**src/rtl/seq_det_ctrl.sv**
```systemverilog
// Programmable serial sequence detector with config handshake, start/stop and match-limit auto-stop.
// Latency: dout is combinational on din in the matching cycle; status/count update on the next edge.
// Backpressure: cfg_ready is low only in RUN; din has no backpressure and is sampled when din_valid.
//
// Ports:
//   clk, rst                 rising-edge clock, synchronous active-low reset
//   cfg_valid/cfg_ready      config handshake; cfg_pattern/cfg_len/cfg_overlap/cfg_limit payload
//   start, stop              one-cycle arm / abort commands
//   din_valid, din           serial bit stream
//   dout                     Mealy match pulse
//   match_count              matches since last start
//   busy, done, err          RUN state, DONE state, sticky illegal-config flag
module seq_det_ctrl #(
  parameter  int MAX_LEN = 8,
  parameter  int CNT_W   = 8,
  localparam int LEN_W   = $clog2(MAX_LEN + 1)
) (
  input  logic               clk,
  input  logic               rst,
  input  logic               cfg_valid,
  output logic               cfg_ready,
  input  logic [MAX_LEN-1:0] cfg_pattern,
  input  logic [LEN_W-1:0]   cfg_len,
  input  logic               cfg_overlap,
  input  logic [CNT_W-1:0]   cfg_limit,
  input  logic               start,
  input  logic               stop,
  input  logic               din_valid,
  input  logic               din,
  output logic               dout,
  output logic [CNT_W-1:0]   match_count,
  output logic               busy,
  output logic               done,
  output logic               err
);

  typedef enum logic [1:0] {S_IDLE, S_RUN, S_DONE} state_t;

  localparam logic [LEN_W-1:0] MAXL     = LEN_W'(MAX_LEN);
  localparam logic [LEN_W-1:0] FILL_MAX = LEN_W'(MAX_LEN - 1);

  state_t               state_q;
  logic [MAX_LEN-1:0]   pat_q;
  logic [LEN_W-1:0]     len_q;
  logic                 ovl_q;
  logic [CNT_W-1:0]     lim_q;
  logic [MAX_LEN-2:0]   hist_q;
  logic [LEN_W-1:0]     fill_q;
  logic [CNT_W-1:0]     cnt_q;
  logic                 err_q;

  logic [MAX_LEN-1:0]   window;
  logic [MAX_LEN-1:0]   mask;
  logic [MAX_LEN-2:0]   hist_d;
  logic [LEN_W-1:0]     fill_d;
  logic [CNT_W-1:0]     cnt_d;
  logic                 hit;
  logic                 cfg_acc;
  logic                 cfg_legal;

  always_comb begin
    // Newest bit sits at the LSB, so the last len bits are window[len-1:0].
    window    = {hist_q, din};
    // Shifting an all-ones vector by len clears exactly the low len bits; len==MAX_LEN yields all ones.
    mask      = ~({MAX_LEN{1'b1}} << len_q);
    hist_d    = window[MAX_LEN-2:0];
    fill_d    = (fill_q == FILL_MAX) ? fill_q : fill_q + LEN_W'(1);
    cnt_d     = (&cnt_q) ? cnt_q : cnt_q + CNT_W'(1);
    cfg_acc   = cfg_valid && (state_q != S_RUN);
    cfg_legal = (cfg_len != '0) && (cfg_len <= MAXL);
    hit       = (state_q == S_RUN) && din_valid && !stop &&
                (fill_q >= len_q - LEN_W'(1)) &&
                ((window & mask) == (pat_q & mask));
  end

  always_ff @(posedge clk) begin
    if (!rst) begin
      state_q <= S_IDLE;
      pat_q   <= '0;
      len_q   <= '0;
      ovl_q   <= 1'b0;
      lim_q   <= '0;
      hist_q  <= '0;
      fill_q  <= '0;
      cnt_q   <= '0;
      err_q   <= 1'b0;
    end else begin
      case (state_q)
        S_IDLE, S_DONE: begin
          if (cfg_acc) begin
            // Config wins over a simultaneous start; any accepted config leaves DONE.
            if (cfg_legal) begin
              pat_q <= cfg_pattern;
              len_q <= cfg_len;
              ovl_q <= cfg_overlap;
              lim_q <= cfg_limit;
              err_q <= 1'b0;
            end else begin
              err_q <= 1'b1;
            end
            state_q <= S_IDLE;
          end else if (start && (len_q != '0)) begin
            state_q <= S_RUN;
            cnt_q   <= '0;
            fill_q  <= '0;
            hist_q  <= '0;
          end
        end
        S_RUN: begin
          if (stop) begin
            state_q <= S_IDLE;
          end else if (din_valid) begin
            hist_q <= hist_d;
            if (hit) begin
              cnt_q  <= cnt_d;
              // Non-overlap: bits consumed by this match cannot start the next one.
              fill_q <= ovl_q ? fill_d : '0;
              if ((lim_q != '0) && (cnt_d == lim_q)) state_q <= S_DONE;
            end else begin
              fill_q <= fill_d;
            end
          end
        end
        default: state_q <= S_IDLE;
      endcase
    end
  end

  assign dout        = hit;
  assign match_count = cnt_q;
  assign busy        = (state_q == S_RUN);
  assign done        = (state_q == S_DONE);
  assign cfg_ready   = (state_q != S_RUN);
  assign err         = err_q;

endmodule

```
**config.mk**
```make
export PLATFORM = sky130hd
export DESIGN_NAME = seq_det_ctrl
export DESIGN_NICKNAME = d
export VERILOG_FILES = /design/src/rtl/seq_det_ctrl.sv
export SDC_FILE = /design/constraint.sdc
export NUM_CORES = 1
export LEC_CHECK = 0
export BUFFER_PORTS_ARGS = -buffer_cell sky130_fd_sc_hd__buf_2
export CELL_PAD_IN_SITES_DETAIL_PLACEMENT = 0
export CELL_PAD_IN_SITES_GLOBAL_PLACEMENT = 1
export CORE_MARGIN = 1.5
export CORE_UTILIZATION = 27
export CTS_BUF_LIST = sky130_fd_sc_hd__clkbuf_16
export CTS_CLUSTER_DIAMETER = 100
export DETAILED_ROUTE_END_ITERATION = 16
export PLACE_DENSITY = 0.54
export SYNTH_ARGS = -nofsm -noshare
export SYNTH_HDL_FRONTEND = slang
export SYNTH_SLANG_ARGS = --single-unit
```
**constraint.sdc**
```tcl
create_clock -name clk -period 5.4 [get_ports clk]
set_clock_uncertainty 0.05 [all_clocks]
set_input_delay 0 -clock clk [delete_from_list [all_inputs] [get_ports clk]]
set_output_delay 0 -clock clk [all_outputs]
set_load 0.02 [all_outputs]
```
# --- Word level (Yosys, flattened, before mapping) ---
# Cells that the tools add are included.
totals:
  ff_bits: 43
  latchBits: 0
  ramBits: 0
  romBits: 0
  input_bits: 28
  wordCells: 82
  mem_count: 0
op_classes:
  add_sub_neg: 3
  multipliers: 0
  div: 0
  order_cmp: 2
  n_eq_ne: 15
  n_shift: 1
  mux: 28
  n_bitwise: 3
  reduce_logical: 21
op_table:
  columns: ["operator", "n"]
  rows:
  - ["2-to-1 mux 8 bit", 6]
  - ["2-to-1 mux 4 bit", 7]
  - ["2-to-1 mux 7 bit", 4]
  - ["AND 8 bit", 2]
  - ["equality test 8 bit", 2]
  - ["one-hot mux 8 bit (2 select lines)", 1]
  - ["one-hot mux 7 bit (2 select lines)", 1]
  - ["2-to-1 mux 2 bit", 6]
  - ["inequality test 2 bit (second input constant)", 5]
  - ["inequality test 3 bit (second input constant)", 3]
  - ["adder 8 x 1 -> 8 bit (second input constant)", 1]
  - ["logical AND 1 bit", 8]
  - ["NOT 8 bit", 1]
  - ["one-hot mux 4 bit (2 select lines)", 1]
  - ["AND reduction 8 bit", 1]
  - ["nonzero test 4 bit", 2]
  - ["nonzero test 8 bit", 1]
  - ["left shift 8 x 4 -> 8 bit (first input constant)", 1]
  - ["AND reduction 6 bit", 1]
  - ["AND reduction 5 bit", 1]
  - ["adder 4 x 1 -> 4 bit (second input constant)", 1]
  - ["equality test 4 x 3 -> 1 bit (second input constant)", 1]
  - ["greater-or-equal comparator 4 bit", 1]
  - ["<= comparator 4 bit (second input constant)", 1]
  - ["14 further kinds", 14]

# --- Longest topological paths before layout ---
# Gate-level depths: netlist of the first run.
logic_depth:
  word_depth: 9
  ltp_mapped: 11
  depth_no_buf: 10

# --- Worst setup path after synthesis of the first run ---
# No wires, ideal clock.
synth_timing:
  kind: "register to register"
  start: "register len_q[1]"
  end: "register cnt_q[7] (netlist: match_count[7])"
  setup_ns: 0.070
  t_arrival_ns: 2.570
  required_ns: 5.280
  path_slack_ns: 2.711
  stages_incl_launch_ff: 11
  n_path_buf: 1
  path_cell_list: "dfxtp_1 > inv_1 > ha_1 > ha_1 > ha_1 > o21ai_0 > a2111oi_2 > a21oi_2 > buf_6 > or3_1 > a21oi_1"
synth_via:
  elab_chain_len: 7
  elab_cells_between_ends: 14
synth_rtl:
  columns: ["item", "line_no", "source"]
  rows:
  - ["start: declaration", "44", "logic [LEN_W-1:0] len_q;"]
  - ["start signal: assignment", "94", "len_q <= cfg_len;"]
  - ["parallel branches: the longest is 6 deep, another holds subtractor 4 x 1 -> 4 bit", null, null]
  - ["AND reduction 6 bit (no source line) (*)", null, null]
  - ["end signal: assignment", "115", "cnt_q <= cnt_d;"]
  - ["end: declaration", "49", "logic [CNT_W-1:0] cnt_q;"]
# Mark *: on every way between the ends.
# A chain may end at the register's enable or synchronous reset.

# --- Final worst setup path of the first run ---
layout_timing:
  start: "register len_q[1]"
  end: "register cnt_q[4] (netlist: match_count[4])"
# Same word-level chain as after synthesis.

==> reports/qor.yml, run 1 <==
logic_synthesis:
  synthFlopType: "dfxtp_1"
  syn_area_um2: 2660
  synth-edff-count: 0
  ys_seq_area_frac: 0.323
  yosys_register_bits: 43
  avgSynthCellArea_um2: 8.54
  yosysWarnings: 0
  ys_types: 56
  postSynth.asyncResetShare: 0
  synth_cells: 312
  synth.net_count: 350
die:
  floorplan.initialDensity: 0.275
  die_width_um: 102
  fp.coreArea_um2: 9680
  top_level_ports: 41
  die_span_y_um: 102
  die_footprint_um2: 10500
  core.rowCount: 36
sta:
  tns_ps: 0
  timing.final.crit_share: 0.563
  final.setup.worst_slack_ps: 2360
  finalSetupViolations: 0
  period_needed_ps: 3040
  timing.fmax_mhz: 329
  timing.max_slew.rel_slack: 0.563
  timing_worst_slew_pin_value_ps: 654
  rsz0062_at_grt: "false"
  slew_viol_final: 0
  final_hold_viol_count: 0
worst_setup_path:
  critical_path_peak_fanout: 12
  timing.critical_path.to_type: "flop"
  timing.critical_path.required_ps: 5570
  critical_path_start_type: "flop"
  critical_path_arrival_ps: 3210
  path_class: "reg -> reg"
power_and_ir_drop:
  cellPowerDensity_nw_per_um2: 228
  p_total_mw: 0.746
  static-leakage-power_nw: 1.23
  vdd.ir_drop.worst_uv: 110
layout:
  layout.cells.most_common: "dfxtp_1"
  num-nets-final: 397
  layout.cell_area.non_filler_um2: 3270
  nFillCells: 1029
  ant_cells: 0
  syn_to_final_growth_pct: 22.9
  final_cell_mix: "dfxtp_1 (43), buf_2 (40), nand2_1 (26), nor2b_1 (23), mux2i_1 (22)"
  layout-drive-gt1-share: 0.181
route:
  drtAntennaViolNets: 0
  drt_wl_total_mm: 7.07
  via_count: 2366
  drc: 0
  drt-pass1-iter-count: 4
  avgViaCountPerCell: 4.80
  wl_per_cell_um: 14.3
  drt-initial-drc-count: 78
placed_design:
  global_placer_s_final_weighted_congestion: 0.748
  dpl_worst_slack_ps: 2380
  dpl.hpwl_mm: 5.02
  post_dp_cell_area_um2: 2920
  port_buffers: 40
clock_tree:
  postCtsSetupBuffers: 0
  number_of_cts_inserted_buffers: 5
  cts.sinks: 43
  maximum_clock_insertion_buffer_count: 2
  htree_levels: 2
  clk-insertion-delay-late_ps: 280
  clockRootBuffer: "clkbuf_16"
  cts_tree: "yes"
  worst_setup_hold_path_clk_slew_ps: 60
global_routing:
  grt_pass1_wl_mm: 11.7
  globalRouteOverflowTotal: 0
  grt_max_degree: 44
  antenna_found_initial: 0
  globalRouteTotalUtil: 0.144
  via_count_of_the_first_global_routing_pass: 2204
outcome:
  run_status: "finished, final reports clean"
job:
  maxCapViolations: 0
hold_path:
  hold_path_class: "in -> reg"
[routing by layer]
layer | global-route usage | vias to the layer above | share of wire
li1 | - | 1216 | -
met1 | 0.216 | 1101 | 0.54
met2 | 0.209 | 43 | 0.42
met3 | 0.0253 | 6 | 0.038
met4 | 0.0421 | 0 | 0.0096
met5 | 0 | - | 0
[logic make-up (layout without fill, tap and decap cells)]
group | Yosys count | after routing | share of synthesized area
buffers and inverters | 36 | 84 | 0.0643
muxes | 22 | 22 | 0.0827
DFF | 43 | 43 | 0.323
and+or+nand+nor | 113 | 113 | 0.239
adders and majority gates | 10 | 10 | 0.0470
xor gates and xnor gates | 13 | 13 | 0.0456
AOI/OAI and AO/OA | 75 | 75 | 0.199
[registers in the layout (all words and copies together), names as in the netlist]
name and cells:
state_q 2, len_q 4, pat_q 8, fill_q 4, ovl_q 1, hist_q 7, err 1, lim_q 8
match_count 8
[metrics by stage]
stage	std cells	hold WS [ps]	util
finish	493	71.0	0.338
global route	493	94.1	0.338
global placement	464	205	0.302
CTS	493	70.9	0.338
floorplan	312	119	-
detailed placement	464	216	0.302
[critical path: stages (launching register included)]
cell	delay, ps
dfxtp_1	390
inv_1	90
ha_1	240
ha_1	300
ha_1	270
o21ai_0	90
a2111oi_2	620
a21oi_2	280
or3_2	500
a21boi_1	140
[final cells by class]
| class | instances | area (µm²) | share of cell area |
|---|---|---|---|
| multi-input combinational | 233 | 1630 | 0.498 |
| sequential | 43 | 861 | 0.263 |
| timing repair buffer | 63 | 425 | 0.130 |
| tap | 133 | 166 | 0.0508 |
| clock buffer | 5 | 125 | 0.0382 |
| inverter | 13 | 48.8 | 0.0149 |
| clock inverter | 3 | 16.3 | 0.00497 |
[worst paths after layout]
kind	from	endpoint	slack, ps	cells after the start
max	len_q[1]	match_count[4]	2360	9
min	stop	state_q[0]	70	4
min reg2reg	err	err	460	2
max reg2reg	len_q[1]	match_count[4]	2360	9
[power breakdown]
group	switching, mW	internal (mW)	total, mW	leakage [nW]
logic	0.0530	0.0552	0.108	0.812
registers	0.0135	0.328	0.342	0.349
clock network	0.127	0.169	0.296	0.0710
total	0.194	0.553	0.746	1.23
[Yosys cell counts, drive strengths merged, types with 4 or more instances]
cell type,number,area share
a21oi,17,0.033
a2111oi,4,0.025
mux2i,22,0.083
nand3,7,0.013
o21ai,20,0.039
nor2b,23,0.054
nand2,26,0.037
buf,12,0.031
dfxtp,43,0.32
xnor2,10,0.036
nor2,12,0.020
nor3,4,0.0075
ha,10,0.047
nand4,6,0.014
and2,10,0.024
inv,12,0.017
clkbuf,11,0.016
and3,5,0.012
o22ai,5,0.012
a31oi,5,0.012
[repair_timing]
item	4_1_cts	5_1_grt
hold buffers	21	0
gates resized for setup	0	0
hold endpoints to repair	21	0
setup endpoints to repair	0	0
Power figures use the tool's default switching activity.
==> run 2, diff against run 1 <==
Settings changed: ABC_AREA set to 1, PLACE_DENSITY 0.54 to 0.59.
Clock period 5.4 ns to 2.7 ns, I/O delays scaled along.
==> run 2 against run 1 <==
Against the previous run: maximum frequency increased by 26%; power increased by 120%; non-clock buffer count decreased by 1; critical endpoint is now match_count[5]; largest power group unchanged; largest cell class unchanged; utilization increased by 1.7 points; final cell count increased by 8.5%; synthesized cell count increased by 18%.
==> reports/qor.yml, run 2 <==
worst_setup_path:
  path_class: "reg -> reg"
  worst_path_max_delay_cell: "dfxtp_1"
  timing.critical_path.to_type: "flop"
  cp_cell_sequence: "inv_1 -> ha_1 -> ha_1 -> ha_1 -> nand2_1 -> inv_1 -> nand3_1 -> nand3_1 -> nand2_1 -> clkinv_1 -> nand3_4 -> a21oi_4 -> inv_2 -> o21ai_0 -> a21oi_1"
  critical_path.most_common_cell: "ha_1"
  critical_path_start_type: "flop"
  timing.critical_path.required_ps: 2810  # -2760 ps
  kind_of_cell_with_the_highest_combined_delay_on_the_critical_path: "adder cells"
  critical_path_arrival_ps: 2530  # -680 ps
  cpPeakStageDelay_ps: 330  # -290 ps
  cp_num_buf_inv: 4  # +3
  critical_path_peak_fanout: 11  # -1
clock_tree:
  number_of_cts_inserted_buffers: 5  # unchanged
  cts.sinks: 43  # unchanged
  clk-insertion-delay-late_ps: 280  # about the same
  htree_levels: 2  # unchanged
  clockRootBuffer: "clkbuf_16"
  maximum_clock_insertion_buffer_count: 2  # unchanged
  worst_setup_hold_path_clk_slew_ps: 60  # about the same
  cts_tree: "yes"
  postCtsResizedCells: 0  # unchanged
logic_synthesis:
  postSynth.asyncResetShare: 0  # unchanged
  yosys_register_bits: 43  # unchanged
  yosys-top-cells-area: "dfxtp_1 (34%), nand2_1 (11%), nand3_1 (8.2%)"
  synth_top_area_frac: 0.343  # +0.0198
  synth_cells: 368  # +18%
  synth_common_cells: "nand2_1 (73), nor2_1 (45), dfxtp_1 (43), nand3_1 (41), inv_1 (35)"
  synth.net_count: 406  # +16%
  syn_area_um2: 2510  # -5.8%
  yosysWarnings: 0  # unchanged
  avgSynthCellArea_um2: 6.82  # -20%
  synthDominantAreaCellType: "dfxtp_1"
  ys_seq_area_frac: 0.343  # +0.0198
  synth.most_common_cell: "nand2_1"
  ys_types: 34  # -39%
  synthFlopType: "dfxtp_1"
  synth-edff-count: 0  # unchanged
placed_design:
  dpl_worst_slack_ps: 290  # -2090 ps
  global_placer_s_final_weighted_congestion: 0.811  # +8.5%
  total_placed_cells_including_tap_cells: 507  # +9.3%
  port_buffers: 40  # unchanged
  dpl.hpwl_mm: 5.20  # +3.6%
power_and_ir_drop:
  cellPowerDensity_nw_per_um2: 516  # +130%
  vdd.ir_drop.worst_uv: 230  # +110%
  static-leakage-power_nw: 1.42  # +15%
sta:
  timing.max_slew.rel_slack: 0.655  # +0.0915
  finalSetupViolations: 0  # unchanged
  timing.final.crit_share: 0.896  # +0.332
  final.setup.worst_slack_ps: 281  # -2080 ps
  timing.fmax_mhz: 413  # +26%
  timing_worst_slew_pin_value_ps: 518  # -136 ps
  slew_viol_final: 0  # unchanged
  final_hold_viol_count: 0  # unchanged
  tns_ps: 0  # unchanged
  period_needed_ps: 2420  # -623 ps
  rsz0062_at_grt: "false"
layout:
  ant_cells: 0  # unchanged
  finalNonFillerCells: 535  # +8.5%
  num-nets-final: 464  # +17%
  final_cell_mix: "nand2_1 (73), nor2_1 (45), dfxtp_1 (43), nand3_1 (41), buf_2 (40)"
  layout.cells.most_common: "nand2_1"
  layout-drive-gt1-share: 0.155  # -0.0260
  syn_to_final_growth_pct: 25.1
route:
  highest_layer: "met4"
  drc: 0  # unchanged
  drt-pass1-iter-count: 5  # +1
  dr_wl_met3_um: 273  # +2.6%
  avgViaCountPerCell: 4.57  # -4.7%
  via_count: 2447  # +3.4%
  route.met2.wl_mm: 2.50  # -15%
  wl_per_cell_um: 12.6  # -12%
  routedLengthMet1_mm: 3.91  # +2.9%
  drtAntennaViolNets: 0  # unchanged
  drt-initial-drc-count: 129  # +65%
  drt_wl_total_mm: 6.76  # -4.4%
global_routing:
  globalRouteTotalUtil: 0.143  # -0.00137
  globalRouteOverflowTotal: 0  # unchanged
  antenna_found_initial: 0  # unchanged
  via_count_of_the_first_global_routing_pass: 2128  # -3.4%
  grt_pass1_wl_mm: 11.0  # -5.8%
  grt_max_degree: 34  # -23%
hold_path:
  hold_path_class: "in -> reg"
die:
  core.rowCount: 34  # -5.6%
  die_span_y_um: 99.4  # -2.8%
  die_footprint_um2: 9880  # -5.6%
  die_width_um: 99.4  # -2.8%
  floorplan.initialDensity: 0.284  # +0.00859
  top_level_ports: 41  # unchanged
  fp.coreArea_um2: 8850  # -8.6%
job:
  maxCapViolations: 0  # unchanged
outcome:
  run_status: "finished, final reports clean"
-- run 2: cell count changes in the layout (fill, tap and decap cells not counted), sizes merged, moves of 5 or more --
cell	change
inv	+27
or2	+5
o21ai	+15
and2	-10
mux2i	-21
and3	-5
nor2	+37
nor2b	-23
a21oi	+19
nand3	+35
nand2	+50
a31oi	-5
xnor2	-8
o22ai	-5
-- run 2: kinds of logic (layout without fill, tap and decap cells) --
family                   Yosys count  after routing  synth area share
XOR/XNOR                           8              8            0.0279
flip-flops                        43             43             0.343
adder cells (fa/ha/maj)           10             10            0.0499
multiplexers                       1              1           0.00399
buffers and inverters             52            111            0.0857
AO/OA/AOI/OAI                     73             73             0.161
AND/OR/NAND/NOR                  181            181             0.329
-- run 2: worst min-delay path, cell delays in order --
cell and delay, ps:
buf_2 100, o21ai_0 90, a21oi_1 110
-- run 2: stage by stage --
stage / power [mW] / util / hold WS [ps] / cell area [µm²]
3_5_place_dp: 1.04 / 0.317 / 208 / 2800
6_report: 1.62 / 0.355 / 4.83 / 3140
5_1_grt: 1.72 / 0.355 / 38.9 / 3140
2_1_floorplan: 0.949 / - / 112 / 2510
3_3_place_gp: 1.05 / 0.317 / 204 / 2800
4_1_cts: 1.65 / 0.355 / 5.12 / 3140
-- run 2: cell type report --
| class | instances | area, µm² |
|---|---|---|
| clock buffers | 5 | 125 |
| clock inverters | 3 | 12.5 |
| fillers | 990 | 5710 |
| inverters | 41 | 156 |
| multi-input cells | 273 | 1430 |
| flip-flops and latches | 43 | 861 |
| well taps | 108 | 135 |
| repair buffers | 62 | 415 |
-- run 2: worst paths after layout --
kind | start | end | slack [ps] | cells past startpoint
worst max-delay path | len_q[0] | match_count[5] | 280 | 15
worst min register to register | lim_q[0] | lim_q[0] | 430 | 2
worst min-delay path | cfg_len[3] | len_q[3] | 5 | 3
worst max register to register | len_q[0] | match_count[5] | 280 | 15
-- run 2: timing repair --
action,4_1_cts,5_1_grt
setup buffers,0,0
hold buffers,20,0
hold endpoints to repair,20,0
-- run 2: routing by layer --
layer  up-vias  global-route usage
met5         -                   0
met4         0              0.0477
met3         5              0.0281
met2        49               0.178
met1      1073               0.234
li1       1320                   -
-- run 2: power breakdown --
part / switching, mW / leakage (nW) / internal, mW
Sequential: 0.0389 / 0.352 / 0.674
Clock: 0.239 / 0.0762 / 0.334
Combinational: 0.204 / 0.994 / 0.131
